[src/rtl/fm_pkg.sv]
// Shared types and elaboration helpers for the
// double-buffered feature-memory controller.
package fm_pkg;

  typedef enum logic [1:0] {
    EMPTY,
    FILLING,
    FULL,
    DRAINING
  } bank_state_t;

  function automatic int buffer_size(
    input int rams,
    input int entries,
    input int offset
  );
    return rams * entries * offset;
  endfunction

  function automatic int addr_bits(input int size);
    return (size > 1) ? $clog2(size) : 1;
  endfunction

  function automatic int bank_bits(input int count);
    return (count > 1) ? $clog2(count) : 1;
  endfunction

  function automatic bit is_pow2(input int v);
    return (v > 0) && ((v & (v - 1)) == 0);
  endfunction

  function automatic bit params_ok(
    input int count,
    input int size,
    input int rac
  );
    return is_pow2(count) && (count >= 2) &&
           is_pow2(rac) && (rac <= size) &&
           ((size % rac) == 0);
  endfunction

endpackage

[src/rtl/fm_bank_ptr.sv]
// Bank/address pointer: steps within a bank and
// wraps to the next bank at the end-of-bank compare.
module fm_bank_ptr
  import fm_pkg::*;
#(
  parameter int unsigned STEP       = 1,
  parameter int unsigned LIMIT      = 64,
  parameter int unsigned BANK_COUNT = 2,
  parameter int unsigned ADDR_W     = 6,
  parameter int unsigned BANK_W     = 1
) (
  input  logic              clk_i,
  input  logic              rst_i,
  input  logic              adv_i,
  output logic [BANK_W-1:0] bank_o,
  output logic [ADDR_W-1:0] addr_o,
  output logic              last_o
);

  localparam logic [ADDR_W-1:0] STEP_A = ADDR_W'(STEP);
  localparam logic [ADDR_W-1:0] LAST_A = ADDR_W'(LIMIT - STEP);
  localparam logic [BANK_W-1:0] BANK_MAX = BANK_W'(BANK_COUNT - 1);

  logic [BANK_W-1:0] bank_q, bank_d;
  logic [ADDR_W-1:0] addr_q, addr_d;

  assign bank_o = bank_q;
  assign addr_o = addr_q;
  assign last_o = (addr_q == LAST_A);

  // Wrap only through the explicit compare, never overflow
  always_comb begin
    bank_d = bank_q;
    addr_d = addr_q;
    if (adv_i) begin
      if (last_o) begin
        addr_d = '0;
        bank_d = (bank_q == BANK_MAX) ? '0
               : bank_q + BANK_W'(1);
      end else begin
        addr_d = addr_q + STEP_A;
      end
    end
  end

  always_ff @(posedge clk_i) begin
    if (rst_i) begin
      bank_q <= '0;
      addr_q <= '0;
    end else begin
      bank_q <= bank_d;
      addr_q <= addr_d;
    end
  end

endmodule

[src/rtl/fm_bank_ctrl.sv]
// Sequences FM banks: fills from the byte stream,
// drains full banks as wide read beats, in index order.
module fm_bank_ctrl
  import fm_pkg::*;
#(
  parameter int BUFFER_COUNT         = 2,
  parameter int RAMS                 = 2,
  parameter int ENTRIES              = 4,
  parameter int OFFSET               = 8,
  parameter int DATA_BITS            = 8,
  parameter int READ_ADDRESSES_COUNT = 2,
  localparam int BUFFER_SIZE = buffer_size(RAMS, ENTRIES, OFFSET),
  localparam int ADDR_BITS   = addr_bits(BUFFER_SIZE),
  localparam int BANK_BITS   = bank_bits(BUFFER_COUNT)
) (
  input  logic                 in_clk,
  input  logic                 in_rst,
  input  logic                 in_wvalid,
  input  logic [DATA_BITS-1:0] in_wdata,
  output logic                 out_wready,
  output logic                 out_mem_we,
  output logic [BANK_BITS-1:0] out_mem_wbank,
  output logic [ADDR_BITS-1:0] out_mem_waddr,
  output logic [DATA_BITS-1:0] out_mem_wdata,
  input  logic                 in_rready,
  output logic                 out_mem_re,
  output logic [BANK_BITS-1:0] out_mem_rbank,
  output logic [ADDR_BITS-1:0] out_mem_raddr,
  output logic                 out_rvalid,
  output logic                 out_rlast,
  output logic [BANK_BITS:0]   out_full_banks
);

  if (!params_ok(BUFFER_COUNT, BUFFER_SIZE,
                 READ_ADDRESSES_COUNT)) begin : g_bad_params
    $error("fm_bank_ctrl: invalid bank parameters");
  end

  bank_state_t state_q [BUFFER_COUNT];
  bank_state_t state_d [BUFFER_COUNT];

  logic [BANK_BITS:0]   full_q, full_d;
  logic                 rvalid_q, rlast_q;
  logic [BANK_BITS-1:0] wbank, rbank;
  logic [ADDR_BITS-1:0] waddr, raddr;
  logic                 w_at_end, r_at_end;
  logic                 we, re, wlast, rlast;
  bank_state_t          wstate, rstate;

  fm_bank_ptr #(
    .STEP       (1),
    .LIMIT      (BUFFER_SIZE),
    .BANK_COUNT (BUFFER_COUNT),
    .ADDR_W     (ADDR_BITS),
    .BANK_W     (BANK_BITS)
  ) u_wptr (
    .clk_i  (in_clk),
    .rst_i  (in_rst),
    .adv_i  (we),
    .bank_o (wbank),
    .addr_o (waddr),
    .last_o (w_at_end)
  );

  fm_bank_ptr #(
    .STEP       (READ_ADDRESSES_COUNT),
    .LIMIT      (BUFFER_SIZE),
    .BANK_COUNT (BUFFER_COUNT),
    .ADDR_W     (ADDR_BITS),
    .BANK_W     (BANK_BITS)
  ) u_rptr (
    .clk_i  (in_clk),
    .rst_i  (in_rst),
    .adv_i  (re),
    .bank_o (rbank),
    .addr_o (raddr),
    .last_o (r_at_end)
  );

  assign wstate = state_q[wbank];
  assign rstate = state_q[rbank];

  assign out_wready = (wstate == EMPTY) ||
                      (wstate == FILLING);
  assign we    = in_wvalid & out_wready;
  assign wlast = we & w_at_end;
  assign re    = in_rready &
                 ((rstate == FULL) || (rstate == DRAINING));
  assign rlast = re & r_at_end;

  assign out_mem_we     = we;
  assign out_mem_wbank  = wbank;
  assign out_mem_waddr  = waddr;
  assign out_mem_wdata  = in_wdata;
  assign out_mem_re     = re;
  assign out_mem_rbank  = rbank;
  assign out_mem_raddr  = raddr;
  assign out_rvalid     = rvalid_q;
  assign out_rlast      = rlast_q;
  assign out_full_banks = full_q;

  // Write and read never target the same bank in one cycle
  always_comb begin
    for (int i = 0; i < BUFFER_COUNT; i++) begin
      state_d[i] = state_q[i];
    end
    if (we) begin
      state_d[wbank] = wlast ? FULL : FILLING;
    end
    if (re) begin
      state_d[rbank] = rlast ? EMPTY : DRAINING;
    end
  end

  always_comb begin
    full_d = full_q;
    unique case (1'b1)
      wlast && !rlast: full_d = full_q + (BANK_BITS+1)'(1);
      rlast && !wlast: full_d = full_q - (BANK_BITS+1)'(1);
      default:         full_d = full_q;
    endcase
  end

  always_ff @(posedge in_clk) begin
    if (in_rst) begin
      for (int i = 0; i < BUFFER_COUNT; i++) begin
        state_q[i] <= EMPTY;
      end
      full_q   <= '0;
      rvalid_q <= 1'b0;
      rlast_q  <= 1'b0;
    end else begin
      for (int i = 0; i < BUFFER_COUNT; i++) begin
        state_q[i] <= state_d[i];
      end
      full_q   <= full_d;
      rvalid_q <= re;
      rlast_q  <= rlast;
    end
  end

endmodule
[config.mk]
export PLATFORM = sky130hd
export DESIGN_NAME = fm_bank_ctrl
export DESIGN_NICKNAME = d
export VERILOG_FILES = /design/src/rtl/fm_pkg.sv /design/src/rtl/fm_bank_ptr.sv /design/src/rtl/fm_bank_ctrl.sv
export SDC_FILE = /design/constraint.sdc
export NUM_CORES = 1
export LEC_CHECK = 0
export BUFFER_PORTS_ARGS = -buffer_cell sky130_fd_sc_hd__buf_2
export CAP_MARGIN = 20
export CORE_MARGIN = 4
export CORE_UTILIZATION = 48
export DETAILED_ROUTE_END_ITERATION = 7
export PLACE_DENSITY_LB_ADDON = 0.05
export SYNTH_ARGS = -nofsm -noshare
export SYNTH_HDL_FRONTEND = slang
export SYNTH_SLANG_ARGS = --single-unit
[constraint.sdc]
create_clock -name in_clk -period 2 [get_ports in_clk]
set_input_delay 0.2 -clock in_clk [delete_from_list [all_inputs] [get_ports in_clk]]
set_output_delay 0.2 -clock in_clk [all_outputs]
set_load 0.05 [all_outputs]
==> out/metrics.csv, run 1 <==
metric;value;unit
status;complete, no violations;
grt_overflow_total;0;
grt_pass1_wl;3820;µm
worstSetupEndpointType;output pin;
yosysTopAreaCell;dfxtp_1;
wl_per_cell;13.6;µm
grt_start_max_net_pins;23;
synth_ff_type;dfxtp_1;
finalSetupViolations;0;
required;1800;ps
p_int;506;µW
syn-num-nets;133;
start_kind;flip-flop;
reg2reg_depth;4;
drive_above_1_share;0.280;
cp.arrival;1540;ps
cts_buffer_depth;2;
hold_path_class;input port to flip-flop;
synth_edf_count;0;
crit_end;out_mem_we;
p_switching;165;µW
yosys_warnings;0;
portBuffers;23;
worstPathCellList;mux2_4 -> clkinv_4 -> nand2_4 -> clkinv_1 -> buf_2;
fill_cells;224;
combPwrFrac;0.072;
ys_seq_area_frac;0.376;
grt_antenna_before_repair;0;
tritoncts;built;
n_antenna_cell;0;
first_global_vias;790;
crit_fanout;6;
r2r_slack;330;ps
p_per_area;563;nW/µm²
p_leak;0.496;nW
stdcell_count;160;
core_area;2210;µm²
area_growth;6.61;%
row_count;17;
ios;41;
finalWorstPathRequiredPeriod;1740;ps
first_iter_violations;13;
whs;253;ps
fin_total_pwr;671;µW
fin_crit_sh;0.872;
nets;147;
insertion_delay;300;ps
hold_viol;0;
netlist_instances;119;
ys_seq_elements;21;
ant_nets;0;
timing.critical_path.depth;5;
crit_buf_inv;3;
htree_levels;1;
clk_pin_slew_worst_paths;110;ps
ir_worst_vdd;606;µV
place.gp.congestion;0.721;
p_seq_frac;0.633;
wirelength;2170;µm
r2r_start;u_rptr.addr_o[1]$_SDFFE_PP0N_;
die-width;56.2;µm
ctsResizeCount;0;
fin_skew;5.03;ps
critPathSlowestCell;dfxtp_1;
p_clk_frac;0.295;
synth_async_sr_flop_share;0;
slew_viol_final;0;
drcViolationCount;0;
viasPerCell;5.33;
cp_top_family;buffers and inverters;
drv_cap;0;
numCtsBuffers;3;
synth.cell_area;1120;µm²
rsz0062_at_grt;no;
r2r_end;out_full_banks[1]$_SDFFE_PP0P_;
vias;852;
drt_first_pass_iters;4;
die_y;56.2;µm
swShare;0.246;
yosysTopAreaCellShare;0.376;
synth_area_leaders;dfxtp_1 38%, buf_4 7.4%, a21oi_1 3.6%;
placedCellCount;156;
clock-sinks;21;
synth_area_per_cell;9.39;µm²
synth_cell_type_count;44;
fmax;573;MHz
setup_tns;0;ps
cts-root-buf;clkbuf_4;
hold_buffers;0;
die_area;3160;µm²
fin_util;0.538;
start_util;0.505;
dpl.hpwl;1650;µm
path_class;flip-flop to output pin;
post_cts_buffers;0;
grt_usage;0.149;
cp_slowest_stage_delay;370;ps
## cells in the final DEF (no fill, tap or decap), types with 2 or more instances in the layout
cell type / instances
a21oi_1: 8
and2_1: 3
buf_2: 23
clkbuf_4: 3
dfxtp_1: 21
ha_1: 2
mux2_4: 2
mux2i_1: 2
nand2_1: 4
nand3_1: 7
nand4_1: 3
nor2_1: 10
nor2b_1: 2
nor3_1: 5
o21ai_0: 4
xnor2_1: 3
xor2_1: 4
## cell families after synthesis
| logic type | synth area share |
|---|---|
| other cells | 0.00336 |
| flops | 0.376 |
| buf+inv | 0.107 |
| fa+ha+maj | 0.0224 |
| mux | 0.0649 |
| xor+xnor | 0.0549 |
| simple gates | 0.259 |
| compound gates | 0.112 |
## power by group through the flow
stage | sequential (mW) | clock (mW) | combinational, mW
after floorplan | 0.444 | 0 | 0.0697
after global routing | 0.426 | 0.235 | 0.0522
final | 0.424 | 0.198 | 0.0482
after global placement | 0.434 | 0 | 0.0485
after CTS | 0.425 | 0.212 | 0.0484
after detailed placement | 0.434 | 0 | 0.0484
## registers in the layout, summed over array words and instances (netlist names), named ones only
signal	flops
state_q	2
out_rlast	1
u_wptr.addr_o	6
u_rptr.bank_o	1
u_rptr.addr_o	5
u_wptr.bank_o	1
out_rvalid	1
out_full_banks	2
## cells in the mapped netlist (2+ instances only)
cell type / instances
mux2_4: 2
nand4_1: 3
o21ai_0: 4
nor2b_1: 2
xor2_1: 4
ha_1: 2
nand3_1: 7
buf_4: 11
nand2_1: 4
nor3_1: 5
nor2_1: 10
xnor2_1: 3
dfxtp_1: 21
and2_1: 3
mux2i_1: 2
a21oi_1: 8
## tightest hold or removal path, cell delays in order
cell and delay, ps:
buf_2 120, nand3_1 80, xor2_1 60, nor2_1 70
## worst min path at each step
stage                      from                       endpoint  slack, ps  cells after the start
floorplan                in_rst           out_rlast$_SDFF_PP0_        290                      1
global placement    in_wdata[0]               out_mem_wdata[0]        400                      0
detailed placement  in_wdata[0]               out_mem_wdata[0]        400                      0
CTS                   in_rready  u_rptr.addr_o[4]$_SDFFE_PP0N_        240                      4
global route          in_rready  u_rptr.addr_o[4]$_SDFFE_PP0N_        270                      4
finish                in_rready  u_rptr.addr_o[4]$_SDFFE_PP0N_        250                      4
## final cells by class
type	instances	area, µm²	share of cell area
Clock inverter	1	5.00	0.00420
Inverter	3	16.3	0.0137
Tap cell	28	35.0	0.0294
Sequential cell	21	420	0.353
Multi-Input combinational cell	81	577	0.484
Clock buffer	3	22.5	0.0189
Timing Repair Buffer	23	115	0.0966
## routing by layer
| metal | routed length, µm | GRT usage | up-vias |
|---|---|---|---|
| met4 | 36 | 0.0508 | 0 |
| met1 | 1060 | 0.195 | 380 |
| li1 | - | - | 440 |
| met3 | 166 | 0.0534 | 8 |
| met5 | 0 | 0 | - |
| met2 | 909 | 0.224 | 24 |
## through the flow
stage,worst slack [ps],instance area [µm²]
floorplan,135,1120
global placement,348,1160
detailed placement,337,1160
CTS,234,1190
global route,158,1190
finish,255,1190
No activity file was read; power rests on OpenSTA's default activity.
==> inputs of run 2 (changes only) <==
--- a/config.mk
+++ b/config.mk
@@ -5,11 +5,13 @@
 export SDC_FILE = /design/constraint.sdc
 export NUM_CORES = 1
 export LEC_CHECK = 0
+export ABC_AREA = 1
 export BUFFER_PORTS_ARGS = -buffer_cell sky130_fd_sc_hd__buf_2
 export CAP_MARGIN = 20
 export CORE_MARGIN = 4
 export CORE_UTILIZATION = 48
 export DETAILED_ROUTE_END_ITERATION = 7
+export GPL_TIMING_DRIVEN = 0
 export PLACE_DENSITY_LB_ADDON = 0.05
 export SYNTH_ARGS = -nofsm -noshare
 export SYNTH_HDL_FRONTEND = slang
==> run 2 against run 1 <==
Die area shrank 0.67%; clock power grew 4%; utilization grew 6.1 points; highest routed layer unchanged; first-iteration DRC count grew 46%; non-clock buffer count grew 17; count of clock-buffer cells in the layout grew 1; wire length shrank 3.7%; combinational power grew 140%; global-route usage shrank 0.27 points; critical endpoint is now out_mem_re; power grew 11%.
==> out/metrics.csv, run 2 <==
metric;value;unit
row_count;17;
synth_area_per_cell;8.46;µm²
synth_async_sr_flop_share;0;
fin_crit_sh;0.758;
yosys_warnings;0;
place.gp.congestion;0.813;
die_area;3140;µm²
grt_antenna_before_repair;0;
first_global_vias;894;
clock-sinks;21;
ir_worst_vdd;448;µV
synth.cell_area;1110;µm²
die_y;56.1;µm
insertion_delay;300;ps
worstPathCellList;inv_2 -> nand2_4 -> nand2_4 -> nor2_8 -> buf_2;
start_kind;flip-flop;
r2r_end;out_full_banks[1]$_SDFFE_PP0P_;
cts-root-buf;clkbuf_4;
crit_buf_inv;2;
yosysTopAreaCellShare;0.379;
crit_fanout;7;
syn-num-nets;145;
finalWorstPathRequiredPeriod;1520;ps
r2r_start;u_wptr.addr_o[0]$_SDFFE_PP0N_;
synth_area_leaders;dfxtp_1 38%, buf_4 6.1%, nand2_4 6.1%;
ios;41;
area_growth;19.5;%
clk_pin_slew_worst_paths;110;ps
reg2reg_depth;8;
portBuffers;31;
cp.arrival;1320;ps
ys_seq_elements;21;
slew_viol_final;0;
ys_top_cells_by_count;21 x dfxtp_1, 16 x nor2_1, 14 x nand2_1, 12 x inv_1;
first_iter_violations;19;
numCtsBuffers;3;
yosysTopAreaCell;dfxtp_1;
whs_endpoint;out_rlast$_SDFF_PP0_;
finalSetupViolations;0;
hold_viol;0;
ctsResizeCount;0;
required;1800;ps
fill_cells;226;
hold_start;in_rst;
start_util;0.501;
wirelength;2090;µm
ys_seq_area_frac;0.379;
grt_overflow_total;0;
setup_tns;0;ps
tritoncts;built;
synth_ff_type;dfxtp_1;
critPathSlowestCell;dfxtp_1;
grt_start_max_net_pins;12;
r2r_slack;620;ps
synth_cell_type_count;31;
ant_nets;0;
crit_path_frequent_cell;nand2_4;
cp_top_family;flip-flops;
core_area;2210;µm²
hold_path_class;input port to flip-flop;
drcViolationCount;0;
fin_util;0.599;
path_class;flip-flop to output pin;
drive_above_1_share;0.404;
p_leak;0.712;nW
die-width;56.1;µm
largest_reg_flops;6;
drv_cap;0;
n_antenna_cell;0;
fmax;660;MHz
cts_buffer_depth;2;
cp_slowest_stage_delay;390;ps
viasPerCell;4.71;
netlist_instances;131;
drt_first_pass_iters;4;
hold-path-cell-count;2;
dpl.hpwl;1670;µm
rsz0062_at_grt;no;
post_cts_buffers;0;
nets;181;
synth_edf_count;0;
worstSetupEndpointType;output pin;
yosys.cell_count.top_type;dfxtp_1;
grt_usage;0.146;
mostFrequentLayoutCells;31 x buf_2, 21 x dfxtp_1, 16 x nor2_1;
p_per_area;564;nW/µm²
fin_skew;1.18;ps
htree_levels;1;
status;complete, no violations;
vias;913;
grt_pass1_wl;3780;µm
hold_buffers;0;
layout_commonest_cell;buf_2;
wl_per_cell;10.8;µm
## run 2: cell types whose count changed in the layout (fill, tap and decap cells not counted), sizes merged, moves of 3 or more
cell   before  now
nand2       5   24
buf        23   40
inv         1   15
nor2       10   19
o21ai       4    9
mux2        4    0
nand4       4    0
and2        3    0
nor3        6    3
nor3b       0    3
xor2        4    1
## run 2: worst max-delay path by stage
stage	start	cells past startpoint	to
3_5_place_dp	u_wptr.addr_o[0]$_SDFFE_PP0N_	8	out_full_banks[1]$_SDFFE_PP0P_
3_3_place_gp	u_wptr.addr_o[0]$_SDFFE_PP0N_	8	out_full_banks[1]$_SDFFE_PP0P_
6_report	state_q[1][1]$_SDFF_PP0_	5	out_mem_re
5_1_grt	state_q[1][1]$_SDFF_PP0_	5	out_mem_re
2_1_floorplan	u_wptr.addr_o[0]$_SDFFE_PP0N_	8	out_full_banks[1]$_SDFFE_PP0P_
4_1_cts	state_q[1][1]$_SDFF_PP0_	5	out_mem_re
## run 2: final cells by class
class                           instances  area [µm²]  share of cell area
Buffer                                  9        67.6              0.0510
Clock buffer                            4        26.3              0.0198
Inverter                               16        60.1              0.0453
Multi-Input combinational cell         85         561               0.423
Sequential cell                        21         420               0.317
Tap cell                               28        35.0              0.0264
Timing Repair Buffer                   31         155               0.117
## run 2: routing by layer
layer | wire [µm] | part of all wire | GRT usage | vias up
met5 | 0 | 0 | 0 | -
met4 | 40 | 0.019 | 0.0610 | 0
met3 | 99 | 0.047 | 0.0278 | 5
met2 | 908 | 0.43 | 0.214 | 27
met1 | 1040 | 0.50 | 0.207 | 400
li1 | - | - | - | 481
## run 2: kinds of logic (layout without fill, tap and decap cells)
group                    Yosys count  count (layout)  synth area share
AND/OR/NAND/NOR                   57              57             0.348
buffers and inverters             25              60             0.115
AO/OA/AOI/OAI                     22              22             0.107
flip-flops                        21              21             0.379
adder cells (fa/ha/maj)            2               2            0.0226
XOR/XNOR                           2               2            0.0158
other                              1               1           0.00338
multiplexers                       1               1           0.00903
## run 2: where the power goes
| group | internal (mW) | switching (mW) | leakage, nW |
|---|---|---|---|
| Combinational | 0.0327 | 0.0824 | 0.527 |
| Sequential | 0.423 | 0.00495 | 0.169 |
| Clock | 0.0778 | 0.127 | 0.0150 |
| Total | 0.533 | 0.214 | 0.712 |
## run 2: stage by stage
step	hold slack, ps	std cells	instance area (µm²)	total power, mW	setup slack [ps]
final	154	194	1330	0.748	484
after CTS	141	194	1330	0.759	465
after detailed placement	478	190	1300	0.553	623
after global routing	149	194	1330	0.786	395
after floorplan	272	131	1110	0.528	295
after global placement	473	190	1300	0.551	652
